<file path="config.mk">
export PLATFORM = sky130hd
export DESIGN_NAME = pulse_sum_scheduler
export DESIGN_NICKNAME = d
export VERILOG_FILES = /design/src/rtl/pulse_sum_scheduler.sv
export SDC_FILE = /design/constraint.sdc
export NUM_CORES = 1
export LEC_CHECK = 0
export ABC_AREA = 1
export CAP_MARGIN = 20
export CORE_MARGIN = 1
export CORE_UTILIZATION = 45
export CTS_BUF_LIST = sky130_fd_sc_hd__clkbuf_8
export DETAILED_ROUTE_END_ITERATION = 10
export PLACE_DENSITY = 0.69
export SETUP_SLACK_MARGIN = 0.15
export SKIP_CTS_REPAIR_TIMING = 1
export SLEW_MARGIN = 40
export SYNTH_ARGS = -nofsm -noshare
export SYNTH_HDL_FRONTEND = slang
export SYNTH_SLANG_ARGS = --single-unit
</file>
<file path="constraint.sdc">
create_clock -name clk -period 4.2 [get_ports clk]
set_input_delay 1.05 -clock clk [delete_from_list [all_inputs] [get_ports clk]]
set_output_delay 1.05 -clock clk [all_outputs]
set_load 0.1 [all_outputs]
</file>
<file path="src/rtl/pulse_sum_scheduler.sv">
// pulse_sum_scheduler: round-robin servicing of per-channel event pulses into one saturating up/down counter
module pulse_sum_scheduler #(
  parameter int N_CH = 4,
  parameter int CNT_W = 8,
  parameter logic [N_CH-1:0] DEC_MASK = '0
) (
  input  logic             clk,
  input  logic             rst,
  input  logic [N_CH-1:0]  ev_in,
  input  logic             clear,
  output logic [CNT_W-1:0] count,
  output logic [N_CH-1:0]  grant,
  output logic             busy,
  output logic             drop_flag,
  output logic             sat_flag
);
  localparam int PW = $clog2(N_CH);
  logic [N_CH-1:0]  r_pend;
  logic [N_CH-1:0]  r_grant;
  logic [PW-1:0]    r_ptr;
  logic [CNT_W-1:0] r_cnt;
  logic             r_drop;
  logic             r_sat;
  logic [N_CH-1:0]  w_win;
  logic [PW-1:0]    w_idx;
  logic [PW-1:0]    w_cand;
  logic             w_found;
  logic             w_dec;
  logic             w_sat;
  logic [CNT_W-1:0] w_cnt_nx;
  // pick the first pending channel after the last serviced one, wrapping around
  always_comb begin
    w_win = '0;
    w_idx = r_ptr;
    w_cand = r_ptr;
    w_found = 1'b0;
    for (int k = 1; k <= N_CH; k++) begin
      w_cand = PW'((int'(r_ptr) + k) % N_CH);
      if (!w_found && r_pend[w_cand]) begin
        w_found = 1'b1;
        w_idx = w_cand;
        w_win[w_cand] = 1'b1;
      end
    end
  end
  // a clipped update still counts as serviced; only the count stays put
  always_comb begin
    w_dec = |(w_win & DEC_MASK);
    w_sat = w_found && (w_dec ? (r_cnt == '0) : (&r_cnt));
    w_cnt_nx = (!w_found || w_sat) ? r_cnt : (w_dec ? r_cnt - 1'b1 : r_cnt + 1'b1);
  end
  // state update; clear beats everything and swallows that cycle's events
  always_ff @(posedge clk or posedge rst) begin
    if (rst) begin
      r_pend <= '0;
      r_grant <= '0;
      r_ptr <= PW'(N_CH - 1);
      r_cnt <= '0;
      r_drop <= 1'b0;
      r_sat <= 1'b0;
    end else if (clear) begin
      r_pend <= '0;
      r_grant <= '0;
      r_ptr <= PW'(N_CH - 1);
      r_cnt <= '0;
      r_drop <= 1'b0;
      r_sat <= 1'b0;
    end else begin
      r_pend <= (r_pend & ~w_win) | ev_in;
      r_grant <= w_win;
      r_ptr <= w_found ? w_idx : r_ptr;
      r_cnt <= w_cnt_nx;
      r_drop <= r_drop | (|(ev_in & r_pend & ~w_win));
      r_sat <= r_sat | w_sat;
    end
  end
  assign count = r_cnt;
  assign grant = r_grant;
  assign busy = |r_pend;
  assign drop_flag = r_drop;
  assign sat_flag = r_sat;
endmodule
</file>
==> results.txt, run 1 <==
----------------------------------------------------
[Global routing]
  Total global-route track usage ... a little over a fifth
  Pin count of the biggest net entering global routing ... 21
  Antenna violations before repair ... 0
  GRT Residual Overflow ... 0
  Vias in the first global route ... about 1200
  First-pass GRT wire length ... 5.44 mm

[Drt]
  Post-DRT Antenna Nets ... 0
  Via density per instance ... 5.00
  DR pass1 iterations ... 4
  Vias ... ~1300
  DR WL/cell ... between 10 and 15 um
  DRT iter0 DRCs ... 37
  Wire length reported by the detailed router ... between 3 and 4 mm
  DRC violations left ... 0

[Floorplan]
  Overall die height ... 58.5 um
  Std-Cell Rows ... 20
  Standard cell core area ... a little over 3000 um2
  I/O pin count ... 22
  Width of the chip ... 58.5 um
  Initial core utilization ... between 40% and 50%
  Total Die Area ... ~3400 um2

[Yosys]
  Total of flip-flops plus latches after synthesis ... 20
  Async S/R FF share, synth ... between 90% and 100%
  Post-synthesis area per instance ... 7.75 um2
  Warnings from Yosys ... 0
  Number of synthesized flops with an enable pin ... 0
  Share of the synthesized netlist area taken by xor and xnor gates ... less than 1%
  Post-synth net total ... roughly 200
  Compound-gate portion of the synthesized area ... approximately a tenth
  Prevailing post-synth register cell ... dfrtp_1
  Proportion of synthesized area in mux cells ... 0%
  Adder-cell area share of the yosys netlist ... under 10%
  Summed instance area of the synthesized netlist ... ~1400 um2
  Sequential area share after synthesis ... 35.1%
  Number of different library cells in the post-synthesis netlist ... 30
  Simple-gate portion of the synthesized area ... 37.3%
  Count of mapped cells out of synthesis ... approximately 190
  Dominant combinational cell family by area after synthesis ... simple AND/OR/NAND/NOR gates

[Worst setup path]
  Ordered list of cells on the worst path ... inv_8, ha_1, inv_1, nand3_2, nand2_4, nand2_4, nor2_8, nand3_1, nand3_1, nand3_1, nor2_1, nor2_1
  Slack of the worst reg-to-reg path ... around 1.8 ns
  Crit Path Category ... flip-flop to flip-flop
  Worst setup SP type ... flip-flop
  Dominant cell type by count on the critical path ... nand3_1
  Critical path peak fanout ... 13
  Kind of end point of the critical path ... flip-flop
  Arrival time of the worst setup path ... 2.56 ns
  Required @ worst endpoint ... 4.32 ns
  CP max stage delay ... 0.74 ns
  Worst path slowest cell ... dfstp_2

[Min path]
  Worst min-delay path category ... flip-flop to flip-flop

[Place]
  Count of input and output buffers ... 21
  Final weighted congestion of routability-driven global placement ... about 0.85
  Detail Placement HPWL ... ~2.5 mm

[Power and ir drop]
  Psw ... slightly below 700 uW
  Cell-internal power ... approximately 530 uW
  Leakage power ... about 0.86 nW
  Clock Power Share ... 11.9%
  Switching Fraction ... between 50 and 60%
  Worst IR Drop VDD ... approximately 0.00031 V
  Sequential power share ... roughly a quarter
  Power density over the cells ... about 740 nW/um2
  Combinational share of power ... between 60 and 70%

[Timing]
  Setup violation total in the final timing report ... 0
  Post-route minimum period ... around 2.4 ns
  RSZ-0062 raised after global routing ... no
  Sum of negative setup slack ... 0 ns
  Slew at the pin closest to its max-slew limit ... 0.624 ns
  Setup Skew ... 0.00130 ns
  Max Clock Freq ... slightly above 400 MHz
  Total count of hold-check failures in the final report ... 0
  Remaining max-slew budget at the tightest pin ... around 58%
  Share of the cycle needed by the critical path after routing ... about 58%
  Final count of pins violating max slew ... 0
  Hold Worst Slack ... slightly above 0.5 ns

[Clock network]
  Total CTS buffers ... 3
  Clock tree from TritonCTS ... yes
  Clock edge transition at the registers on the reported setup and hold paths ... ~0.070 ns
  H-Tree Depth ... 1
  Num Clock Sinks ... 20
  Clock Tree Root ... clkbuf_8
  Longest Clk Path Bufs ... 2
  Clock insertion delay at the later pin of the skew report ... between 0.2 and 0.3 ns

[Finish]
  NumNets Final ... ~230
  Layout filler cell count ... about 290
  Share of layout cells above drive strength 1 ... between 20% and 30%
  Total inserted antenna cells ... 0
  Area Growth Syn to Fin ... 16.1%
  Most common library cell in the layout ignoring fill and taps ... nand2_1
  Final Util ... around 55%
  Highest-count cells in the layout ignoring fill and taps ... nand2_1 (38), inv_1 (27), nand3_1 (21), dfrtp_1 (18)

[Run status]
  Outcome ... finished clean

[Run]
  Count of maximum capacitance violations ... 0

----------------------------------------------------
[worst max-delay path, delay by kind of cell (launching register included)]
family,cells,cell delay [ns]
flops,1,0.74
fa+ha+maj,1,0.39
buf+inv,2,0.24
simple gates,9,0.92
[power by group through the flow]
stage          Sequential, mW  Combinational, mW  Clock (mW)
2_1_floorplan           0.450              0.501           0
3_3_place_gp            0.292              0.802           0
3_5_place_dp            0.295              0.786           0
4_1_cts                 0.292              0.788       0.151
5_1_grt                 0.298              0.858       0.156
6_report                0.291              0.792       0.146
[area by class of cell]
| type | count | area (um2) | area share [%] |
|---|---|---|---|
| clock buffers | 4 | 55.1 | 3.31 |
| inverters | 31 | 126 | 7.59 |
| multi-input cells | 132 | 790 | 47.4 |
| flip-flops and latches | 20 | 503 | 30.2 |
| well taps | 44 | 55.1 | 3.31 |
| repair buffers | 21 | 135 | 8.12 |
[Yosys cell counts (2+ instances only)]
library cell,instances,area (um2)
nor2_1,9,33.8
nand3_1,21,105
nor3_2,2,20.0
o21ai_0,6,30.0
dfrtp_1,18,450
nand3_2,2,20.0
nand2_4,5,56.3
nor3_1,2,10.0
nand2_2,7,43.8
ha_1,9,113
a21oi_1,15,75.1
inv_1,28,105
dfstp_2,2,52.6
nand2_1,38,143
nand3b_1,2,15.0
nor2_2,5,31.3
[kinds of logic after synthesis]
| family | count (synthesis) |
|---|---|
| AND/OR/NAND/NOR | 97 |
| adder cells (fa/ha/maj) | 9 |
| buffers and inverters | 33 |
| AO/OA/AOI/OAI | 25 |
| XOR/XNOR | 1 |
| flip-flops | 20 |
[sequential cells by signal, summed over array words and instances (netlist names)]
name / count
count: 8
r_ptr: 2
drop_flag: 1
r_pend: 4
grant: 4
sat_flag: 1
[final timing paths]
| check | from | to | cells after the start |
|---|---|---|---|
| setup / recovery | r_ptr[0]$_DFFE_PP1P_ | drop_flag$_DFF_PP0_ | 12 |
| min in group asynchronous | rst | grant[1]$_DFF_PP0_ | 2 |
| setup reg to reg | r_ptr[0]$_DFFE_PP1P_ | drop_flag$_DFF_PP0_ | 12 |
| max in group asynchronous | rst | r_ptr[0]$_DFFE_PP1P_ | 2 |
| hold reg to reg | sat_flag$_DFF_PP0_ | sat_flag$_DFF_PP0_ | 2 |
| hold / removal | sat_flag$_DFF_PP0_ | sat_flag$_DFF_PP0_ | 2 |
[metal layers]
| metal | vias up | share of wire, % | track usage, % |
|---|---|---|---|
| li1 | 635 | - | - |
| met1 | 597 | 46 | 25.8 |
| met2 | 21 | 50 | 36.8 |
| met3 | 6 | 2.3 | 3.08 |
| met4 | 0 | 1.8 | 8.16 |
| met5 | - | 0 | 0 |
[metrics by stage]
step | worst slack, ns | power [mW] | instances | instance area, um2
final | 1.77 | 1.23 | 252 | 1660
after global routing | 1.60 | 1.31 | 252 | 1660
after CTS | 1.78 | 1.23 | 252 | 1660
after detailed placement | 1.69 | 1.08 | 248 | 1610
after global placement | 1.38 | 1.09 | 248 | 1680
after floorplan | 1.98 | 0.951 | 185 | 1430
Power figures use the tool's default switching activity.
==> run 2: changes to the inputs <==
clock period = 2.5 ns   (was 4.2 ns; I/O delays follow)
==> run 2 against run 1 <==
Against the previous run: combinational power grew 78%; clock-buffer cell count shrank 1; core utilization grew 2.7 points; sequential share of layout area shrank 1.4 points; sequential cell count is the same; critical endpoint unchanged; largest cell class unchanged.
==> results.txt, run 2 (synthesis results as in run 1) <==
----------------------------------------------------
[Run status]
  Outcome ... finished clean

[Place]
  Final weighted congestion of routability-driven global placement ... 0.929
  Detail Placement HPWL ... around 2.4 mm
  Worst Setup Slack post-DPL ... approximately 0.25 ns
  Count of input and output buffers ... 21

[Timing]
  RSZ-0062 raised after global routing ... no
  Setup Skew ... around 0.0014 ns
  Final count of pins violating max slew ... 0
  Hold Worst Slack ... slightly above 0.5 ns
  Sum of negative setup slack ... 0 ns
  Final WS setup ... 0.330 ns
  Remaining max-slew budget at the tightest pin ... between 70 and 80%
  Slew at the pin closest to its max-slew limit ... approximately 0.41 ns
  Post-route minimum period ... around 2.2 ns
  Total count of hold-check failures in the final report ... 0
  Max Clock Freq ... 461 MHz
  Setup violation total in the final timing report ... 0
  Share of the cycle needed by the critical path after routing ... 86.8%

[Floorplan]
  Total Die Area ... 3420 um2
  Overall die height ... approximately 58 um
  Width of the chip ... just under 60 um
  Standard cell core area ... 3030 um2
  Std-Cell Rows ... 20
  I/O pin count ... 22
  Initial core utilization ... a little under half

[Finish]
  Area Growth Syn to Fin ... 21.7%
  Area occupied by multi-input gates ... roughly 800 um2
  NumNets Final ... about 230
  Seq. cell area ... slightly above 500 um2
  Share of layout cells above drive strength 1 ... 25.2%
  Flip-flop count of the largest register, all copies and words added ... 8
  Final Util ... between 50% and 60%
  Most common library cell in the layout ignoring fill and taps ... nand2_1
  Highest-count cells in the layout ignoring fill and taps ... nand2_1 (38), inv_1 (27), nand3_1 (21), dfrtp_1 (18), buf_4 (17)
  Layout filler cell count ... between 200 and 300
  Total inserted antenna cells ... 0

[Drt]
  DR WL/cell ... between 10 and 15 um
  DRC violations left ... 0
  Highest metal layer with signal wires ... met4
  Length of routed met3 wiring ... 96 um
  Wire length reported by the detailed router ... approximately 3.1 mm
  Via density per instance ... between 4 and 5
  DRT iter0 DRCs ... between 70 and 80
  Post-DRT Antenna Nets ... 0
  Routed length on met1 ... approximately 1.4 mm
  Vias ... 1266
  Routed length on met2 ... ~1.6 mm
  DR pass1 iterations ... 5

[Global routing]
  Vias in the first global route ... 1140
  GRT Residual Overflow ... 0
  Total global-route track usage ... 19.8%
  Pin count of the biggest net entering global routing ... 21
  First-pass GRT wire length ... 5.07 mm
  Antenna violations before repair ... 0

[Clock network]
  Clock tree from TritonCTS ... yes
  Clock Tree Root ... clkbuf_8
  Clock edge transition at the registers on the reported setup and hold paths ... 0.08 ns
  Num Clock Sinks ... 20
  H-Tree Depth ... 1
  Total CTS buffers ... 3
  Longest Clk Path Bufs ... 2
  Clock insertion delay at the later pin of the skew report ... between 0.2 and 0.3 ns

[Worst setup path]
  Worst setup SP type ... flip-flop
  Ordered list of cells on the worst path ... inv_1, ha_4, inv_1, nand3_2, nand2_4, nand2_4, nor2_8, nand3_1, nand3_1, nand3_1, nor2_1, nor2_1
  Required @ worst endpoint ... approximately 2.7 ns
  CP max stage delay ... slightly above 0.6 ns
  Worst path slowest cell ... dfstp_2
  Arrival time of the worst setup path ... ~2.3 ns
  Kind of end point of the critical path ... flip-flop
  Crit Path Category ... flip-flop to flip-flop
  Critical path peak fanout ... 8
  Dominant cell type by count on the critical path ... nand3_1

[Power and ir drop]
  Clock Power Share ... between 10 and 15%
  Psw ... around 1.2 mW
  Sequential power share ... between 20% and 30%
  Combinational share of power ... 63.9%
  Switching Fraction ... 53.6%
  Power density over the cells ... 1260 nW/um2
  Worst IR Drop VDD ... between 0.0005 and 0.0006 V
  Cell-internal power ... ~1.0 mW
  Leakage power ... 0.878 nW

[Run]
  Count of maximum capacitance violations ... 0

[Min path]
  Worst min-delay path category ... flip-flop to flip-flop

----------------------------------------------------
-- run 2: area by class of cell --
class	instances	share of cell area (%)
flip-flops and latches	20	28.8
well taps	44	3.15
clock inverters	1	1.72
repair buffers	23	10.8
inverters	31	7.24
clock buffers	3	2.37
multi-input cells	132	45.9
-- run 2: worst paths after layout --
path                                      startpoint                    to  slack [ns]  cells after the start
worst max-delay path            r_ptr[1]$_DFFE_PP1P_   drop_flag$_DFF_PP0_        0.33                     12
worst min-delay path            count[3]$_DFFE_PP0P_  count[3]$_DFFE_PP0P_        0.52                      1
worst max register to register  r_ptr[1]$_DFFE_PP1P_   drop_flag$_DFF_PP0_        0.33                     12
worst min register to register  count[3]$_DFFE_PP0P_  count[3]$_DFFE_PP0P_        0.52                      1
max in group asynchronous                        rst  r_ptr[1]$_DFFE_PP1P_        1.51                      2
min in group asynchronous                        rst  count[1]$_DFFE_PP0P_        0.66                      2
-- run 2: metrics by stage --
step	instance area (um2)	power, mW	std cells
2_1_floorplan	1430	1.60	185
3_3_place_gp	1660	1.85	250
3_5_place_dp	1660	1.85	250
4_1_cts	1730	2.19	254
5_1_grt	1750	2.35	254
6_report	1750	2.20	254
-- run 2: critical path, delay by kind of cell (launching register included) --
kind | cells | cell delay (ns)
flip-flops | 1 | 0.61
adder cells (fa/ha/maj) | 1 | 0.28
AND/OR/NAND/NOR | 9 | 0.89
buffers and inverters | 2 | 0.29
-- run 2: power groups by stage --
stage / Combinational [mW] / Clock, mW / Sequential [mW]
after floorplan: 0.841 / 0 / 0.756
after global placement: 1.38 / 0 / 0.472
after detailed placement: 1.37 / 0 / 0.476
after CTS: 1.38 / 0.338 / 0.469
after global routing: 1.53 / 0.348 / 0.478
final: 1.41 / 0.328 / 0.469
-- run 2: routing by layer --
metal	vias to the layer above	track usage (%)
met1	603	25.1
met4	0	8.50
met2	23	32.8
met3	4	4.18
met5	-	0
li1	636	-
